## config.mk

```make
export PLATFORM = sky130hd
export DESIGN_NAME = add_sub_rs
export DESIGN_NICKNAME = d
export VERILOG_FILES = /design/src/rtl/ppc_types.sv /design/src/rtl/rs_priority_select.sv /design/src/rtl/add_sub_rs.sv
export SDC_FILE = /design/constraint.sdc
export NUM_CORES = 1
export LEC_CHECK = 0
export CORE_MARGIN = 4
export CORE_UTILIZATION = 55
export DETAILED_ROUTE_END_ITERATION = 12
export GPL_ROUTABILITY_DRIVEN = 0
export PLACE_DENSITY = 0.86
export SLEW_MARGIN = 20
export SYNTH_ARGS = -nofsm -noshare
export SYNTH_HDL_FRONTEND = slang
export SYNTH_HIERARCHICAL = 1
export SYNTH_SLANG_ARGS = --single-unit
```

## constraint.sdc

```tcl
create_clock -name clk -period 6.2 [get_ports clk]
set_clock_uncertainty 0.2 [all_clocks]
set_input_delay 1.24 -clock clk [delete_from_list [all_inputs] [get_ports clk]]
set_output_delay 1.24 -clock clk [all_outputs]
set_load 0.1 [all_outputs]
```

## src/rtl/ppc_types.sv

```systemverilog
// rtl/ppc_types.sv - shared add/sub decode and reservation-station operand types
package ppc_types;

   localparam int RS_TAG_WIDTH = 5;

   typedef logic [RS_TAG_WIDTH-1:0] rs_tag_t;

   typedef struct packed {
      logic is_sub;
      logic add_CA;
      logic set_CA;
      logic set_OV;
      logic set_CR0;
   } add_sub_decode_t;

   typedef struct packed {
      logic        valid;
      rs_tag_t     tag;
      logic [31:0] value;
   } rs_operand_t;

   typedef struct packed {
      logic    valid;
      rs_tag_t tag;
      logic    value;
   } rs_carry_t;

   // A pending operand whose producer tag is on the bus becomes valid with the bus value.
   function automatic rs_operand_t snoop_operand(rs_operand_t op, logic cdb_valid,
                                                 rs_tag_t cdb_tag, logic [31:0] cdb_value);
      rs_operand_t res;
      res = op;
      if (!op.valid && cdb_valid && op.tag == cdb_tag) begin
         res.valid = 1'b1;
         res.value = cdb_value;
      end
      return res;
   endfunction

   function automatic rs_carry_t snoop_carry(rs_carry_t op, logic cdb_valid,
                                             rs_tag_t cdb_tag, logic cdb_ca);
      rs_carry_t res;
      res = op;
      if (!op.valid && cdb_valid && op.tag == cdb_tag) begin
         res.valid = 1'b1;
         res.value = cdb_ca;
      end
      return res;
   endfunction

endpackage

```

## src/rtl/rs_priority_select.sv

```systemverilog
// rtl/rs_priority_select.sv - lowest-index one-hot grant and index from a request vector
module rs_priority_select #(
   parameter int N = 4,
   localparam int W = (N > 1) ? $clog2(N) : 1
) (
   input  logic [N-1:0] req,
   output logic [N-1:0] grant,
   output logic [W-1:0] idx,
   output logic         any
);

   always_comb begin
      grant = '0;
      idx   = '0;
      for (int i = N - 1; i >= 0; i--) begin
         if (req[i]) begin
            grant    = '0;
            grant[i] = 1'b1;
            idx      = W'(i);
         end
      end
   end

   assign any = |req;

endmodule

```

## src/rtl/add_sub_rs.sv

```systemverilog
// rtl/add_sub_rs.sv - add/sub reservation station with CDB wakeup and in-order-by-index issue
module add_sub_rs
   import ppc_types::*;
#(
   parameter int RS_DEPTH    = 4,
   parameter int RS_ID_WIDTH = 5,
   parameter int RS_ID_BASE  = 0
) (
   input  logic                   clk,
   input  logic                   rst,
   input  logic                   flush,
   input  logic                   dispatch_valid,
   output logic                   dispatch_ready,
   input  logic [31:0]            dispatch_op1,
   input  logic [31:0]            dispatch_op2,
   input  logic                   dispatch_op1_valid,
   input  logic                   dispatch_op2_valid,
   input  logic [RS_ID_WIDTH-1:0] dispatch_op1_tag,
   input  logic [RS_ID_WIDTH-1:0] dispatch_op2_tag,
   input  logic                   dispatch_carry,
   input  logic                   dispatch_carry_valid,
   input  logic [RS_ID_WIDTH-1:0] dispatch_carry_tag,
   input  add_sub_decode_t        dispatch_control,
   input  logic [4:0]             dispatch_result_reg_addr,
   input  logic                   cdb_valid,
   input  logic [RS_ID_WIDTH-1:0] cdb_rs_id,
   input  logic [31:0]            cdb_result,
   input  logic                   cdb_ca,
   output logic                   issue_valid,
   input  logic                   issue_ready,
   output logic [RS_ID_WIDTH-1:0] issue_rs_id,
   output logic [4:0]             issue_result_reg_addr,
   output logic [31:0]            issue_op1,
   output logic [31:0]            issue_op2,
   output logic                   issue_carry,
   output add_sub_decode_t        issue_control
);

   localparam int IDX_W = (RS_DEPTH > 1) ? $clog2(RS_DEPTH) : 1;

   logic [RS_DEPTH-1:0] busy;
   add_sub_decode_t     ctrl_q [RS_DEPTH];
   logic [4:0]          addr_q [RS_DEPTH];
   rs_operand_t         op1_q  [RS_DEPTH];
   rs_operand_t         op2_q  [RS_DEPTH];
   rs_carry_t           ca_q   [RS_DEPTH];

   logic [RS_DEPTH-1:0] ready_vec;
   logic [RS_DEPTH-1:0] free_grant;
   logic [RS_DEPTH-1:0] ready_grant;
   logic [RS_DEPTH-1:0] busy_nxt;
   logic [IDX_W-1:0]    free_idx;
   logic [IDX_W-1:0]    ready_idx;
   logic                free_any;
   logic                ready_any;
   logic                dispatch_fire;
   logic                issue_load;
   rs_tag_t             cdb_tag;

   assign cdb_tag = rs_tag_t'(cdb_rs_id);

   always_comb begin
      ready_vec = '0;
      for (int i = 0; i < RS_DEPTH; i++) begin
         ready_vec[i] = busy[i] & op1_q[i].valid & op2_q[i].valid & ca_q[i].valid;
      end
   end

   rs_priority_select #(.N(RS_DEPTH)) u_free_sel (
      .req   (~busy),
      .grant (free_grant),
      .idx   (free_idx),
      .any   (free_any)
   );

   rs_priority_select #(.N(RS_DEPTH)) u_ready_sel (
      .req   (ready_vec),
      .grant (ready_grant),
      .idx   (ready_idx),
      .any   (ready_any)
   );

   assign dispatch_ready = free_any;
   assign dispatch_fire  = dispatch_valid & free_any;
   assign issue_load     = (~issue_valid | issue_ready) & ready_any;

   // An entry leaving for the issue register is never the one being written by dispatch.
   assign busy_nxt = (busy & ~(issue_load ? ready_grant : '0))
                   | (dispatch_fire ? free_grant : '0);

   always_ff @(posedge clk) begin
      if (!rst || flush) begin
         busy                  <= '0;
         issue_valid           <= 1'b0;
         issue_rs_id           <= '0;
         issue_result_reg_addr <= '0;
         issue_op1             <= '0;
         issue_op2             <= '0;
         issue_carry           <= 1'b0;
         issue_control         <= '0;
      end else begin
         busy <= busy_nxt;
         for (int i = 0; i < RS_DEPTH; i++) begin
            if (busy[i]) begin
               op1_q[i] <= snoop_operand(op1_q[i], cdb_valid, cdb_tag, cdb_result);
               op2_q[i] <= snoop_operand(op2_q[i], cdb_valid, cdb_tag, cdb_result);
               ca_q[i]  <= snoop_carry(ca_q[i], cdb_valid, cdb_tag, cdb_ca);
            end
         end
         if (dispatch_fire) begin
            ctrl_q[free_idx] <= dispatch_control;
            addr_q[free_idx] <= dispatch_result_reg_addr;
            op1_q[free_idx]  <= snoop_operand(rs_operand_t'{dispatch_op1_valid,
                                   rs_tag_t'(dispatch_op1_tag), dispatch_op1},
                                   cdb_valid, cdb_tag, cdb_result);
            op2_q[free_idx]  <= snoop_operand(rs_operand_t'{dispatch_op2_valid,
                                   rs_tag_t'(dispatch_op2_tag), dispatch_op2},
                                   cdb_valid, cdb_tag, cdb_result);
            ca_q[free_idx]   <= snoop_carry(rs_carry_t'{dispatch_carry_valid,
                                   rs_tag_t'(dispatch_carry_tag), dispatch_carry},
                                   cdb_valid, cdb_tag, cdb_ca);
         end
         if (issue_load) begin
            issue_valid           <= 1'b1;
            issue_rs_id           <= RS_ID_WIDTH'(RS_ID_BASE + int'(ready_idx));
            issue_result_reg_addr <= addr_q[ready_idx];
            issue_op1             <= op1_q[ready_idx].value;
            issue_op2             <= op2_q[ready_idx].value;
            issue_carry           <= ca_q[ready_idx].value;
            issue_control         <= ctrl_q[ready_idx];
         end else if (issue_ready) begin
            issue_valid <= 1'b0;
         end
      end
   end

endmodule

```

==> results of run 1 <==
[kinds of logic (layout without fill, tap and decap cells)]
kind of cell	after synthesis	count (layout)	share of synthesized area
flip-flops	454	454	0.6314
multiplexers	332	332	0.2258
AND/OR/NAND/NOR	244	244	0.05500
AO/OA/AOI/OAI	127	127	0.03403
buffers and inverters	97	338	0.02127
XOR/XNOR	75	75	0.03237
other	1	6	0.0001848
[power groups by stage]
stage / logic (mW) / clock network [mW] / registers [mW]
2_1_floorplan: 0.197 / 0 / 3.41
5_1_grt: 0.437 / 3.02 / 3.34
6_report: 0.410 / 2.86 / 3.34
4_1_cts: 0.406 / 2.89 / 3.34
3_5_place_dp: 0.402 / 0 / 3.40
3_3_place_gp: 0.387 / 0 / 3.40
[per-stage QoR]
step	instances	setup WS, ps	hold WS (ps)	util	power (mW)
floorplan	1332	860.6	379.7	-	3.611
global placement	1954	1475	241.2	0.6315	3.786
detailed placement	1954	1321	245.8	0.6315	3.803
CTS	2041	1863	253.9	0.6748	6.634
global route	2043	1814	265.9	0.6751	6.792
finish	2044	1903	251.0	0.6752	6.607
[final cells by class]
type | count | area, µm² | area share
Inverter | 11 | 41.29 | 0.001674
Clock buffer | 70 | 1406 | 0.05703
Multi-Input combinational cell | 781 | 7282 | 0.2953
Antenna cell | 3 | 7.507 | 0.0003044
Tap cell | 468 | 585.6 | 0.02375
Sequential cell | 454 | 12810 | 0.5196
Clock inverter | 17 | 172.7 | 0.007002
Timing Repair Buffer | 240 | 2352 | 0.09539
[state kept, by name, indices dropped and copies added (netlist names), 2 cells and up]
signal                 count
op1_q                    152
op2_q                    152
issue_op1                 32
issue_op2                 32
ca_q                      28
addr_q                    20
ctrl_q                    20
issue_control              5
issue_result_reg_addr      5
busy                       4
issue_rs_id                2
[worst reg2reg max path, stage by stage (launching register included)]
cell and delay (ps):
dfxtp_1 360, inv_1 120, or4_1 610, and4b_1 320, nand3_1 510, clkinv_1 690
buf_4 450, nor2_1 130, a22oi_1 70
[worst max path at each step]
stage | slack (ps) | depth (start not counted) | from | to
after CTS | 1860 | 6 | cdb_rs_id[0] | op2_q[1][19]$_DFFE_PP_
after detailed placement | 1320 | 6 | cdb_rs_id[0] | op2_q[1][19]$_DFFE_PP_
final | 1900 | 6 | cdb_rs_id[0] | op1_q[3][17]$_DFFE_PP_
after global placement | 1480 | 6 | cdb_rs_id[0] | op2_q[0][15]$_DFFE_PP_
after floorplan | 860 | 6 | cdb_rs_id[4] | op2_q[1][0]$_DFFE_PP_
after global routing | 1810 | 6 | cdb_rs_id[0] | op1_q[3][17]$_DFFE_PP_
[cells in the final DEF, fill, tap and decap left out, types with 2 or more instances in the layout]
master / n
diode_2: 3
clkbuf_1: 12
edfxtp_1: 372
buf_4: 24
bufinv_16: 3
a22oi_1: 11
a21oi_4: 9
inv_1: 8
a21oi_1: 85
nor2b_1: 2
dfxtp_1: 82
nand3_1: 3
clkinv_2: 5
nand4b_1: 11
nor4b_1: 2
or4_1: 2
and4_1: 4
conb_1: 3
clkbuf_16: 50
a21o_1: 4
clkbuf_8: 8
mux4_2: 75
nand3b_1: 2
mux2_2: 256
xnor2_1: 13
clkinvlp_4: 5
nand2_1: 170
o21ai_0: 3
xor2_1: 62
o211ai_1: 4
nor4_1: 13
clkinv_1: 6
nand2b_1: 5
clkdlybuf4s50_1: 215
o21ai_4: 7
nor2_1: 17
a31oi_1: 2
nor3b_1: 2
[layer usage]
layer | up-vias | track usage | wire length (µm)
li1 | 5481 | - | -
met1 | 6284 | 0.3449 | 19850
met2 | 624 | 0.4159 | 25140
met3 | 99 | 0.05388 | 4463
met4 | 6 | 0.07597 | 1338
met5 | - | 0 | 35
==> out/qor.txt, run 1 <==
outcome: completed
Final ANT Viol Nets: 0
PwrDens: 267.9 mW/mm²
DP Area: 0.02306 mm²
row count: 70
Flop pwr share: 0.505
synth warn: 6
DRT iter0 DRCs: 1210
H-tree depth: 2
cell area after synthesis: 0.02029 mm²
hold path depth: 2
Tot GR Track Use: 0.2530
Setup TNS Final: 0 ps
worst hold path type: flop to flop
cts bufs inserted: 47
final setup vio count: 0
Slew Viols, Final: 0
CP Max Fanout: 21
internal power: 5.220 mW
Setup Buffers After CTS: 0
CP Capture Type: flop
Sw Pwr: 1.386 mW
final wirelength: 50830 µm
Max rail drop VDD: 0.0002124 V
Die Footprint: 0.04003 mm²
worst path cell trace: clkdlybuf4s50_1, xor2_1, nor4_1, nand4b_1, o21ai_4, buf_4
clock net sink count: 454
clk slew on worst S/H paths: 60 ps
first-pass GRT wire length: 76530 µm
Post-CTS Resized: 0
Fmax: 232.7 MHz
Critical Path RT: 6210 ps
Die X: 200.1 µm
Critical R2R Capture: op2_q[3][37]$_DFFE_PP_
Max-cap violations: 0
CP bufs+invs: 2
Post-synth EDFFs: 372
port bufs: 215
Sw Share: 0.2099
Comb power frac: 0.062
most numerous cell in the Yosys netlist: edfxtp_1
Final Cycle Share: 0.6931
Crit Path Class: input pin to flop
synth-to-layout area growth: 21.52%
nets: 1672
Cells after Synth: 1330
design area: 0.02466 mm²
synth top area cells: edfxtp_1, mux2_2, mux4_2, dfxtp_1, nand2_1
hold buffers post-CTS: 0
Worst Hold End: issue_op2[28]$_SDFFE_PP0N_
fin crit period: 4297 ps
sequential area share after synthesis: 0.6314
Max-slew headroom: 0.2783
Crit-path slowest cell: clkdlybuf4s50_1
Reg-to-Reg Start: busy[0]$_SDFF_PP0_
initial antenna violation count: 4
Synth top area share: 0.5505
DIE HEIGHT: 200.1 µm
initial core utilization: 0.5556
Clock power frac: 0.433
area of the core: 0.03652 mm²
vias in the first global route: 12940
asr flop ratio synth: 0
drt pass-1 iters: 5
endpoints failing hold: 0
Overflow after GRT: 0
Tightest Pin Transition: 1082 ps
Yosys cell types: 40
cell taking the most area after synthesis: edfxtp_1
via/cell ratio: 6.113
hold path startpoint: issue_op2[28]$_SDFFE_PP0N_
I/O Pins: 219
r2r setup slk: 2490 ps
DP HPWL: 31590 µm
CTS root buffer: clkbuf_16
flops & latches, synth: 454
max incr delay on CP: 1170 ps
Reg2Reg Depth: 8
# DRC: 0
Post-synth top cells: edfxtp_1, mux2_2, nand2_1
via count: 12490
fillers: 2397
DR WL/cell: 24.87 µm
layout cells sized above 1: 0.2867
CTS tree: yes
Worst-Skew Late Latency: 560 ps
Top Family by Delay on Critical Path: buffers and inverters
RSZ-0062 raised after global routing: false
ys flop type: edfxtp_1
static leakage: 7.814 nW
largest net degree at the start of global routing: 82
crit start category: input pin
Max Root-Sink Buffers: 3
CP Data Arrival Time: 4310 ps
Avg Inst Size Synth: 15.26 µm²
No activity file was read; power rests on OpenSTA's default activity.
==> inputs of run 2 (changes only) <==
--- a/config.mk
+++ b/config.mk
@@ -6,10 +6,10 @@
 export NUM_CORES = 1
 export LEC_CHECK = 0
 export CORE_MARGIN = 4
-export CORE_UTILIZATION = 55
+export CORE_UTILIZATION = 51
 export DETAILED_ROUTE_END_ITERATION = 12
 export GPL_ROUTABILITY_DRIVEN = 0
-export PLACE_DENSITY = 0.86
+export PLACE_DENSITY = 0.84
 export SLEW_MARGIN = 20
 export SYNTH_ARGS = -nofsm -noshare
 export SYNTH_HDL_FRONTEND = slang
==> constraint.sdc (replaced) <==
create_clock -name clk -period 3.8 [get_ports clk]
set_clock_uncertainty 0.2 [all_clocks]
set_input_delay 0.76 -clock clk [delete_from_list [all_inputs] [get_ports clk]]
set_output_delay 0.76 -clock clk [all_outputs]
set_load 0.1 [all_outputs]
==> run 2 against run 1 <==
  * Non-clock buffer count is 29 higher
  * Register-to-register slack worse by 2100 ps
  * Die area is 7.5% higher
  * Critical endpoint is now op1_q[2][37]$_DFFE_PP_
  * Largest power group unchanged
==> out/qor.txt, run 2 (synthesized netlist as in run 1, its figures left out) <==
first-pass GRT wire length: 78050 µm
CTS root buffer: clkbuf_16
via/cell ratio: 5.853
fin crit period: 3376 ps
worst path cell trace: inv_1, or4_1, and4b_1, nand3b_1, clkinv_1, buf_12, nor2_1, a22oi_1
Crit-path slowest cell: or4_1
Max rail drop VDD: 0.0003365 V
Final Cycle Share: 0.8884
CTS tree: yes
pre-CTS setup slack: 307.3 ps
Tot GR Track Use: 0.2338
cts bufs inserted: 46
DRT iter0 DRCs: 1065
multi-input logic area: 0.007273 mm²
final setup margin: 424.2 ps
port bufs: 215
register area: 0.01281 mm²
I/O Pins: 219
# DRC: 0
Slew Viols, Final: 0
layout cells sized above 1: 0.3011
total power: 10.46 mW
row count: 72
CP bufs+invs: 3
Post-CTS Resized: 0
Max-cap violations: 0
Die Footprint: 0.04305 mm²
fin cells: 2124
static leakage: 7.962 nW
worst hold path type: flop to flop
DP Area: 0.02351 mm²
Setup TNS Final: 0 ps
DP HPWL: 32760 µm
max incr delay on CP: 630 ps
Die X: 207.5 µm
via count: 12430
outcome: completed
dpl cells: 2033
hold buffers post-CTS: 0
area of the core: 0.03901 mm²
drt pass-1 iters: 8
Overflow after GRT: 0
top flop regs: op1_q: 152 flops, op2_q: 152 flops
CP Max Fanout: 21
vias in the first global route: 13020
Fmax: 296.2 MHz
Final ANT Viol Nets: 0
CP Data Arrival Time: 3480 ps
clock net sink count: 454
DR WL/cell: 24.34 µm
DIE HEIGHT: 207.5 µm
Crit Path Class: flop to flop
commonest non-fill, non-tap cells in the layout: edfxtp_1, mux2_2, clkdlybuf4s50_1
Max Root-Sink Buffers: 3
PwrDens: 419.0 mW/mm²
Critical Path RT: 3900 ps
RSZ-0062 raised after global routing: false
CP Capture Type: flop
synth-to-layout area growth: 22.97%
fillers: 2741
H-tree depth: 2
nets: 1700
Worst-Skew Late Latency: 580 ps
final setup vio count: 0
initial antenna violation count: 5
Top Family by Delay on Critical Path: simple AND/OR/NAND/NOR gates
final wirelength: 51700 µm
clk slew on worst S/H paths: 60 ps
Max-slew headroom: 0.3275
design area: 0.02495 mm²
initial core utilization: 0.5202
endpoints failing hold: 0
Setup Buffers After CTS: 0
most common cell after layout, fill and taps aside: edfxtp_1
largest net degree at the start of global routing: 79
Tightest Pin Transition: 1006 ps
crit start category: flop
run 2: power breakdown:
group / switching (mW) / leakage [nW] / internal (mW)
Combinational: 0.347 / 3.24 / 0.336
Clock: 1.87 / 0.702 / 2.46
Sequential: 0.0141 / 4.02 / 5.43
Total: 2.23 / 7.96 / 8.23
run 2: routing by layer:
metal	part of all wire	global-route usage	routed length (µm)	vias to the layer above
met5	0	0	0	-
met4	0.020	0.06270	1053	0
met3	0.078	0.05108	4031	67
met2	0.51	0.3981	26310	520
met1	0.39	0.3072	20310	6294
li1	-	-	-	5551
run 2: path summary, 6_finish.rpt:
kind                              start                    endpoint  slack [ps]  cells after the start
min          issue_op2[14]$_SDFFE_PP0N_  issue_op2[14]$_SDFFE_PP0N_         250                      2
max reg2reg          busy[1]$_SDFF_PP0_      op1_q[2][37]$_DFFE_PP_         420                      8
max                  busy[1]$_SDFF_PP0_      op1_q[2][37]$_DFFE_PP_         420                      8
min reg2reg  issue_op2[14]$_SDFFE_PP0N_  issue_op2[14]$_SDFFE_PP0N_         250                      2
run 2: layout make-up:
cell class,instances,area share
Sequential cell,454,0.5134
Timing Repair Buffer,269,0.1096
Tap cell,518,0.02597
Multi-Input combinational cell,781,0.2915
Clock buffer,65,0.05059
Clock inverter,21,0.006769
Inverter,11,0.001655
Antenna cell,5,0.0005014
run 2: worst reg2reg max path, stage by stage, from the launching register on:
cell      delay, ps
dfxtp_1         380
inv_1           110
or4_1           630
and4b_1         360
nand3b_1        330
clkinv_1        540
buf_12          370
nor2_1          100
a22oi_1          70
run 2: per-stage QoR:
| step | util | hold WS (ps) |
|---|---|---|
| after floorplan | - | 379.7 |
| after global placement | 0.6027 | 243.1 |
| after detailed placement | 0.6027 | 246.6 |
| after CTS | 0.6394 | 255.1 |
| after global routing | 0.6397 | 265.8 |
| final | 0.6397 | 252.0 |
==> RTL change, RTL diff (flow settings as in run 2) <==
Set the parameter `RS_DEPTH` to 8 (it was 4).
--- a/src/rtl/add_sub_rs.sv
+++ b/src/rtl/add_sub_rs.sv
@@ -4,3 +4,3 @@
 #(
-   parameter int RS_DEPTH    = 4,
+   parameter int RS_DEPTH    = 8,
    parameter int RS_ID_WIDTH = 5,
Function: same outputs for any inputs over 4 cycles, from zero or initial values; that may be too few to reach the edited logic, so the function may still have changed.
==> RTL change against run 2 <==
- sequential cell count increased by 377
- power increased by 88%
- routed wire length increased by 110%
- cell area increased by 83%
- area after synthesis increased by 90%
- worst setup slack improved by 0.034 ns
- non-clock buffer count increased by 93
- largest power group unchanged
- highest routed layer is now met5
==> RTL change: results (changes against run 2) <==
[metrics] unique cell type count in the Yosys netlist: 55 (+38%)
[metrics] diodes inserted: 12 (+7)
[metrics] start point of the worst min-delay path: issue_rs_id[2]
[metrics] iteration count of the initial detailed-routing pass: 6 (-2)
[metrics] post-detail-place hpwl: 68.5 mm (+110%)
[metrics] largest vdd supply drop: 0.320 mV (-4.8%)
[metrics] total power of the final layout: 19600 µW (+88%)
[metrics] leakage power: 0.0151 µW (+89%)
[metrics] delay-heaviest family, CP: simple AND/OR/NAND/NOR gates
[metrics] Slowest-stage cell, CP: and4b_1
[metrics] fillers: 5147 (+88%)
[metrics] registers with the most flip-flops: op1_q: 304 flops, op2_q: 304 flops, ca_q: 56 flops
[metrics] Clock Power: 8520 µW (+97%)
[metrics] fraction of the yosys area taken by sequential cells: 62.3% (-0.81 points)
[metrics] detail-routed net length per standard cell: 29.4 µm (+21%)
[metrics] number of port buffers: 216 (+0.47%)
[metrics] number of synthesized flops with an enable pin: 744 (+100%)
[metrics] worst-case setup slack after placement: 0.105 ns (-0.203 ns)
[metrics] pin count of the biggest net entering global routing: 70 (-11%)
[metrics] total length of routed wires: 108 mm (+110%)
[metrics] number of CTS-inserted buffers: 86 (+87%)
[metrics] clk tree area frac: 6.27% (+0.53 points)
[metrics] share of final-layout standard cells stronger than drive strength 1: 36.6% (+6.5 points)
[metrics] sequential cell area share: 52.7% (+1.4 points)
[metrics] cell total after placement: 3493 (+72%)
[metrics] R2R setup slack: 0.46 ns (+0.03 ns)
[metrics] number of global-route vias before repair: 24592 (+89%)
[metrics] worst min-delay path class: flip-flop to flip-flop
[metrics] Non-clock inverters: 20 (+9)
[metrics] Crit path largest cell delay: 0.46 ns (-0.17 ns)
[metrics] GR Util All Layers: 26.4% (+3.1 points)
[metrics] run status: completed
[metrics] Worst Slack Setup Final: 0.458 ns (+0.0341 ns)
[metrics] top post-synthesis cells by area: edfxtp_1 (58%), mux2_2 (14%), mux4_2 (8.7%)
[metrics] fraction of cell area in non-clock buffers: 8.28% (-2.7 points)
[metrics] non-clock buffer total of the final layout: 362 (+35%)
[metrics] clk_lat worst skew: 0.64 ns (+0.06 ns)
[metrics] Max H-tree Level: 3 (+1)
[metrics] area added between synthesis and finish: 18.2%
[metrics] Slew headroom: 31.5% (-1.2 points)
[metrics] Post-DP Area: 42800 µm² (+82%)
[metrics] Starting DRT DRC Count: 2890 (+170%)
[metrics] Sequential Power: 10000 µW (+84%)
[metrics] Critical Path Fanout Max: 22 (+4.8%)
[metrics] clock buffer count: 119 (+83%)
[metrics] syn_area_per_cell: 16.5 µm² (+8.0%)
[metrics] area of the die: 80200 µm² (+86%)
[metrics] total vias in the final route: 23523 (+89%)
[metrics] antenna violations before repair: 16 (+11)
[metrics] clk sink count: 831 (+83%)
RTL change: cell types whose count changed after synthesis, sizes merged, moves of 39 or more:
cell	before	now
nor2	17	109
a21oi	94	29
mux4	75	150
clkbuf	30	70
edfxtp	372	744
o21ai	10	109
mux2	256	512
nand2	171	36
xor2	62	101
buf	56	113
o22ai	0	75
RTL change: cells by family (layout without fill, tap and decap cells):
kind of cell / count (synthesis) / after routing / synth area share (%)
buffers and inverters: 203 / 541 / 3.12
DFF: 831 / 831 / 62.3
other: 1 / 14 / 0.00971
muxes: 666 / 666 / 23.8
AOI/OAI and AO/OA: 258 / 258 / 4.26
and+or+nand+nor: 250 / 250 / 3.46
xor gates and xnor gates: 135 / 135 / 3.06
RTL change: routing by layer:
| metal | vias up | share of wire, % | global-route usage (%) |
|---|---|---|---|
| met5 | - | 0.019 | 0 |
| met4 | 4 | 4.3 | 11.7 |
| met3 | 279 | 9.4 | 6.21 |
| met2 | 1396 | 50 | 44.0 |
| met1 | 12075 | 36 | 33.3 |
| li1 | 9769 | - | - |
